===== config.mk =====
export PLATFORM = sky130hd
export DESIGN_NAME = wb_rr_arbiter
export DESIGN_NICKNAME = d
export VERILOG_FILES = /design/src/rtl/wb_rr_arbiter.sv
export SDC_FILE = /design/constraint.sdc
export NUM_CORES = 1
export LEC_CHECK = 0
export ABC_AREA = 1
export BUFFER_PORTS_ARGS = -buffer_cell sky130_fd_sc_hd__buf_2
export CORE_ASPECT_RATIO = 0.6
export CORE_UTILIZATION = 43
export CTS_BUF_LIST = sky130_fd_sc_hd__clkbuf_8
export CTS_CLUSTER_DIAMETER = 150
export DETAILED_ROUTE_END_ITERATION = 16
export GPL_TIMING_DRIVEN = 1
export HOLD_SLACK_MARGIN = 0.03
export PLACE_DENSITY = 0.9
export REMOVE_ABC_BUFFERS = 1
export SLEW_MARGIN = 20
export SYNTH_ARGS = -nofsm -noshare
export SYNTH_HDL_FRONTEND = slang
export SYNTH_SLANG_ARGS = --single-unit

===== constraint.sdc =====
create_clock -name clk_i -period 5.25 [get_ports clk_i]
set_clock_uncertainty 0.2 [all_clocks]
set_input_delay 0.2625 -clock clk_i [delete_from_list [all_inputs] [get_ports clk_i]]
set_output_delay 0.2625 -clock clk_i [all_outputs]
set_load 0.02 [all_outputs]

===== src/rtl/wb_rr_arbiter.sv =====
`default_nettype none
// ============================================================================
// Module   : wb_rr_arbiter
// Purpose  : Two-requester Wishbone arbiter with a round-robin grant and a
//            stb-without-ack watchdog. It grants one requester per bus cycle
//            (cyc high) and holds that grant until the requester drops cyc.
//            A single dead cycle separates consecutive grants.
// Ports    : clk_i, rst_i (async, active-low)
//            m0_*/m1_* : requester cyc/stb/we/adr/dat inputs, dat/ack/err outs
//            s_*       : shared slave port
//            gnt_o     : one-hot current grant (00 when idle)
// Revision : 1.0 - initial release
// ============================================================================
module wb_rr_arbiter #(
    parameter int ADDR_WIDTH = 2,
    parameter int DATA_WIDTH = 8,
    parameter int TIMEOUT    = 255
) (
    input  logic                  clk_i,
    input  logic                  rst_i,
    input  logic                  m0_cyc_i,
    input  logic                  m0_stb_i,
    input  logic                  m0_we_i,
    input  logic [ADDR_WIDTH-1:0] m0_adr_i,
    input  logic [DATA_WIDTH-1:0] m0_dat_i,
    output logic [DATA_WIDTH-1:0] m0_dat_o,
    output logic                  m0_ack_o,
    output logic                  m0_err_o,
    input  logic                  m1_cyc_i,
    input  logic                  m1_stb_i,
    input  logic                  m1_we_i,
    input  logic [ADDR_WIDTH-1:0] m1_adr_i,
    input  logic [DATA_WIDTH-1:0] m1_dat_i,
    output logic [DATA_WIDTH-1:0] m1_dat_o,
    output logic                  m1_ack_o,
    output logic                  m1_err_o,
    output logic                  s_cyc_o,
    output logic                  s_stb_o,
    output logic                  s_we_o,
    output logic [ADDR_WIDTH-1:0] s_adr_o,
    output logic [DATA_WIDTH-1:0] s_dat_o,
    input  logic [DATA_WIDTH-1:0] s_dat_i,
    input  logic                  s_ack_i,
    output logic [1:0]            gnt_o
);

    localparam logic [1:0] c_IDLE    = 2'd0;
    localparam logic [1:0] c_OWNED   = 2'd1;
    localparam logic [1:0] c_ERR     = 2'd2;
    localparam logic [7:0] c_TIMEOUT = 8'(TIMEOUT);

    logic [1:0] r_state;
    logic [1:0] w_next_state;
    logic [1:0] r_gnt;
    logic       r_last;     // 1: requester 1 was granted last
    logic [7:0] r_cnt;
    logic [1:0] r_err;

    logic w_owned;
    logic w_any;
    logic w_pick1;
    logic w_sel_cyc;
    logic w_sel_stb;
    logic w_stall;
    logic w_timeout;

    assign w_owned   = (r_state == c_OWNED);
    assign w_any     = m0_cyc_i | m1_cyc_i;
    // Requester 1 wins if alone, or if both request and requester 0 went last.
    assign w_pick1   = m1_cyc_i & (~m0_cyc_i | ~r_last);
    assign w_sel_cyc = r_gnt[1] ? m1_cyc_i : m0_cyc_i;
    assign w_sel_stb = r_gnt[1] ? m1_stb_i : m0_stb_i;
    // An unacked strobe cycle; an ack in the same cycle always wins.
    assign w_stall   = w_owned & w_sel_cyc & w_sel_stb & ~s_ack_i;
    assign w_timeout = w_stall & ((r_cnt + 8'd1) == c_TIMEOUT);

    // State register
    always_ff @(posedge clk_i or negedge rst_i) begin
        if (!rst_i) begin
            r_state <= c_IDLE;
        end else begin
            r_state <= w_next_state;
        end
    end

    // Next-state logic
    always_comb begin
        w_next_state = r_state;
        case (r_state)
            c_IDLE: begin
                if (w_any) begin
                    w_next_state = c_OWNED;
                end
            end
            c_OWNED: begin
                if (!w_sel_cyc) begin
                    w_next_state = c_IDLE;
                end else if (w_timeout) begin
                    w_next_state = c_ERR;
                end
            end
            c_ERR: begin
                if (!w_sel_cyc) begin
                    w_next_state = c_IDLE;
                end
            end
            default: w_next_state = c_IDLE;
        endcase
    end

    // Grant, priority pointer, watchdog and error pulse
    always_ff @(posedge clk_i or negedge rst_i) begin
        if (!rst_i) begin
            r_gnt  <= 2'b00;
            r_last <= 1'b1;
            r_cnt  <= 8'd0;
            r_err  <= 2'b00;
        end else begin
            r_err <= w_timeout ? r_gnt : 2'b00;

            if (r_state == c_IDLE && w_any) begin
                r_gnt  <= w_pick1 ? 2'b10 : 2'b01;
                r_last <= w_pick1;
            end else if (w_next_state == c_IDLE) begin
                r_gnt <= 2'b00;
            end

            if (w_stall && !w_timeout) begin
                r_cnt <= r_cnt + 8'd1;
            end else begin
                r_cnt <= 8'd0;
            end
        end
    end

    // Output logic
    always_comb begin
        s_cyc_o  = 1'b0;
        s_stb_o  = 1'b0;
        s_we_o   = 1'b0;
        s_adr_o  = '0;
        s_dat_o  = '0;
        m0_ack_o = 1'b0;
        m1_ack_o = 1'b0;
        m0_dat_o = '0;
        m1_dat_o = '0;
        if (w_owned) begin
            s_cyc_o  = w_sel_cyc;
            s_stb_o  = w_sel_stb;
            s_we_o   = r_gnt[1] ? m1_we_i  : m0_we_i;
            s_adr_o  = r_gnt[1] ? m1_adr_i : m0_adr_i;
            s_dat_o  = r_gnt[1] ? m1_dat_i : m0_dat_i;
            m0_ack_o = r_gnt[0] & s_ack_i;
            m1_ack_o = r_gnt[1] & s_ack_i;
        end
        if (r_gnt[0]) begin
            m0_dat_o = s_dat_i;
        end
        if (r_gnt[1]) begin
            m1_dat_o = s_dat_i;
        end
    end

    assign m0_err_o = r_err[0];
    assign m1_err_o = r_err[1];
    assign gnt_o    = r_gnt;

endmodule
`default_nettype wire


==> out/summary.txt <==
CP Class -> flip-flop to output port
DR vias/cell -> 4.72
Worst Path Buf+Inv -> 2
Psw -> 0.292 mW
Pleak -> 0.979 nW
die area -> 2750 um^2
Cells after Synth -> 179
main area contributors after synthesis -> dfrtp_1 32%, nand2_1 23%, inv_1 11%
post-DP HPWL -> 2410 um
Slew Limit Fails -> 0
clock root cell -> clkbuf_8
CP Capture Type -> output port
core area -> 2280 um^2
crit path launch type -> flip-flop
total track usage -> 22.5%
largest family of logic cells by synthesized area -> simple AND/OR/NAND/NOR gates
Post-Synth Simple-Gate Area -> 39.7%
worst-margin pin slew -> 0.660 ns
mux contribution to synthesized area -> 0%
Yosys cell types -> 21
Seq/Total Area, Yosys -> 34.6%
TritonCTS Buffers -> 3
fillers -> 206
slowest CP cell -> dfrtp_1
final WL -> 2980 um
Reg power frac -> 28.7%
final worst path period need -> 2.35 ns
final hold vios -> 0
period utilization -> 44.8%
chip height -> 41.0 um
hold crit path type -> primary input to flip-flop
H-tree Lvls -> 1
total power -> 0.579 mW
# IOs -> 72
vias -> 1321
ANT nets after route -> 0
DR WL/cell -> 10.6 um
sw frac -> 50.4%
Critical Path, Cell by Cell -> inv_2, o21ai_0, nor2_1, buf_2
cell taking the most area after synthesis -> dfrtp_1
Clock Power Share -> 15.7%
Arrival @ worst endpoint -> 1.89 ns
most frequent cells in the layout -> 71 x buf_2, 68 x nand2_1, 33 x inv_1
Layout Nets -> 290
Post-Synth XOR/XNOR Area -> 0.804%
Post-CTS Setup Bufs -> 0
Non-Filler Instances -> 280
CP peak stage delay -> 0.77 ns
unrepaired setup endpoints after global routing -> no
Cell Int Power -> 0.287 mW
Synth top area share -> 32.1%
Post-Place Cells -> 275
DR iter-0 viols -> 87
CTS tree -> built
final setup fails -> 0
layout cells sized above 1 -> 32.8%
Yosys warnings -> 0
most common cell after layout, fill and taps aside -> buf_2
MaxCap Viol Count -> 0
gr ovfl total -> 0
PortBufs -> 71
die width -> 67.0 um
Max Clk Rate -> 425 MHz
clk slew on worst S/H paths -> 0.06 ns
Synth Area in Adders -> 2.30%
run status -> complete, no violations
post-CTS sizing -> 0
Rel. slew slack -> 56.0%
mean post-synth cell area -> 6.09 um^2
Synth Area in Compound Gates -> 9.30%
CP Max Fanout -> 23
post-synthesis register bit count -> 15
drt pass-1 iters -> 4
Max clock buf depth -> 2
clock sinks -> 15
synthesized cell area -> 1090 um^2
diodes inserted -> 0
largest net degree at the start of global routing -> 24
Layout area overhead -> 39.2%
Comb power frac -> 55.6%
Skew-Pair Late Insertion Delay -> 0.25 ns
CTS Hold Bufs -> 1
Initial Util -> 47.9%
delay-heaviest family, CP -> flip-flops
final setup TNS -> 0 ns
initial antenna violation count -> 0
drt drc -> 0
Worst VDD drop -> 168 uV
GP Congestion -> 0.874
first-pass GRT wire length -> 4280 um
Rows -> 13
pwr/cell area -> 382 nW/um^2
number of global-route vias before repair -> 916
data required time of the worst path -> 4.79 ns
## final cells by class
type                    count  area (um^2)  area share (%)
clock buffers               3         41.3            2.72
clock inverters             1         3.75           0.248
inverters                  33          124            8.17
multi-input cells         126          568            37.5
flip-flops and latches     15          377            24.8
well taps                  30         37.5            2.48
repair buffers             72          365            24.1
## power by group through the flow
| stage | Combinational [mW] | Clock (mW) | Sequential (mW) |
|---|---|---|---|
| floorplan | 0.207 | 0 | 0.166 |
| global placement | 0.319 | 0 | 0.168 |
| detailed placement | 0.323 | 0 | 0.168 |
| CTS | 0.324 | 0.0932 | 0.166 |
| global route | 0.363 | 0.0996 | 0.171 |
| finish | 0.322 | 0.0909 | 0.166 |
## per-stage QoR
step | worst slack [ns] | hold slack, ns | utilization [%] | cell area [um^2]
2_1_floorplan | 3.19 | -0.233 | - | 1070
6_report | 2.90 | 0.150 | 66.6 | 1520
4_1_cts | 2.90 | 0.142 | 66.6 | 1520
3_5_place_dp | 2.98 | -0.0168 | 64.2 | 1460
3_3_place_gp | 3.07 | -0.0215 | 64.2 | 1460
5_1_grt | 2.74 | 0.146 | 66.6 | 1520
## sequential cells by signal, summed over array words and instances (netlist names)
name	count
r_cnt	8
gnt_o	2
r_err	2
r_state	2
r_last	1
## cell usage after synthesis
cell / instances
o21bai_1: 1
a21oi_1: 14
o21ai_2: 1
ha_1: 2
nand3_1: 9
clkbuf_1: 3
o21ai_0: 3
nand2_2: 1
or2_2: 1
inv_1: 32
and2_4: 1
nand4_1: 2
buf_2: 2
inv_2: 1
nand2_1: 68
nor3_1: 3
dfstp_2: 1
dfrtp_1: 14
nor3_2: 2
xnor2_1: 1
nor2_1: 17
## path summary, 6_finish.rpt
kind | start | endpoint | slack [ns] | cells past startpoint
max in group asynchronous | rst_i | r_last$_DFFE_PN1P_ | 4.32 | 2
hold reg to reg | r_last$_DFFE_PN1P_ | r_last$_DFFE_PN1P_ | 0.27 | 2
setup / recovery | gnt_o[1]$_DFFE_PN0P_ | s_stb_o | 2.90 | 4
hold / removal | s_ack_i | r_cnt[5]$_DFF_PN0_ | 0.15 | 4
setup reg to reg | gnt_o[1]$_DFFE_PN0P_ | gnt_o[1]$_DFFE_PN0P_ | 2.93 | 8
min in group asynchronous | rst_i | gnt_o[0]$_DFFE_PN0P_ | 0.24 | 2
## worst reg2reg max path: cells and delay by family, from the launching register on
family	cells	cell delay [ns]
AO/OA/AOI/OAI	1	0.21
buffers and inverters	1	0.27
flip-flops	1	0.77
AND/OR/NAND/NOR	6	0.81
## logic make-up (layout without fill, tap and decap cells)
logic type / Yosys count / count (layout)
and+or+nand+nor: 104 / 104
xor gates and xnor gates: 1 / 1
DFF: 15 / 15
AOI/OAI and AO/OA: 19 / 19
buffers and inverters: 38 / 109
adders and majority gates: 2 / 2
## per-layer routing
layer,vias up,routed length (um),global-route usage [%]
met5,-,0,0
met4,0,31,7.98
met3,5,272,6.11
met2,55,1280,31.6
met1,579,1390,32.8
li1,682,-,-
Note: power is estimated with default switching activity, not from simulation.
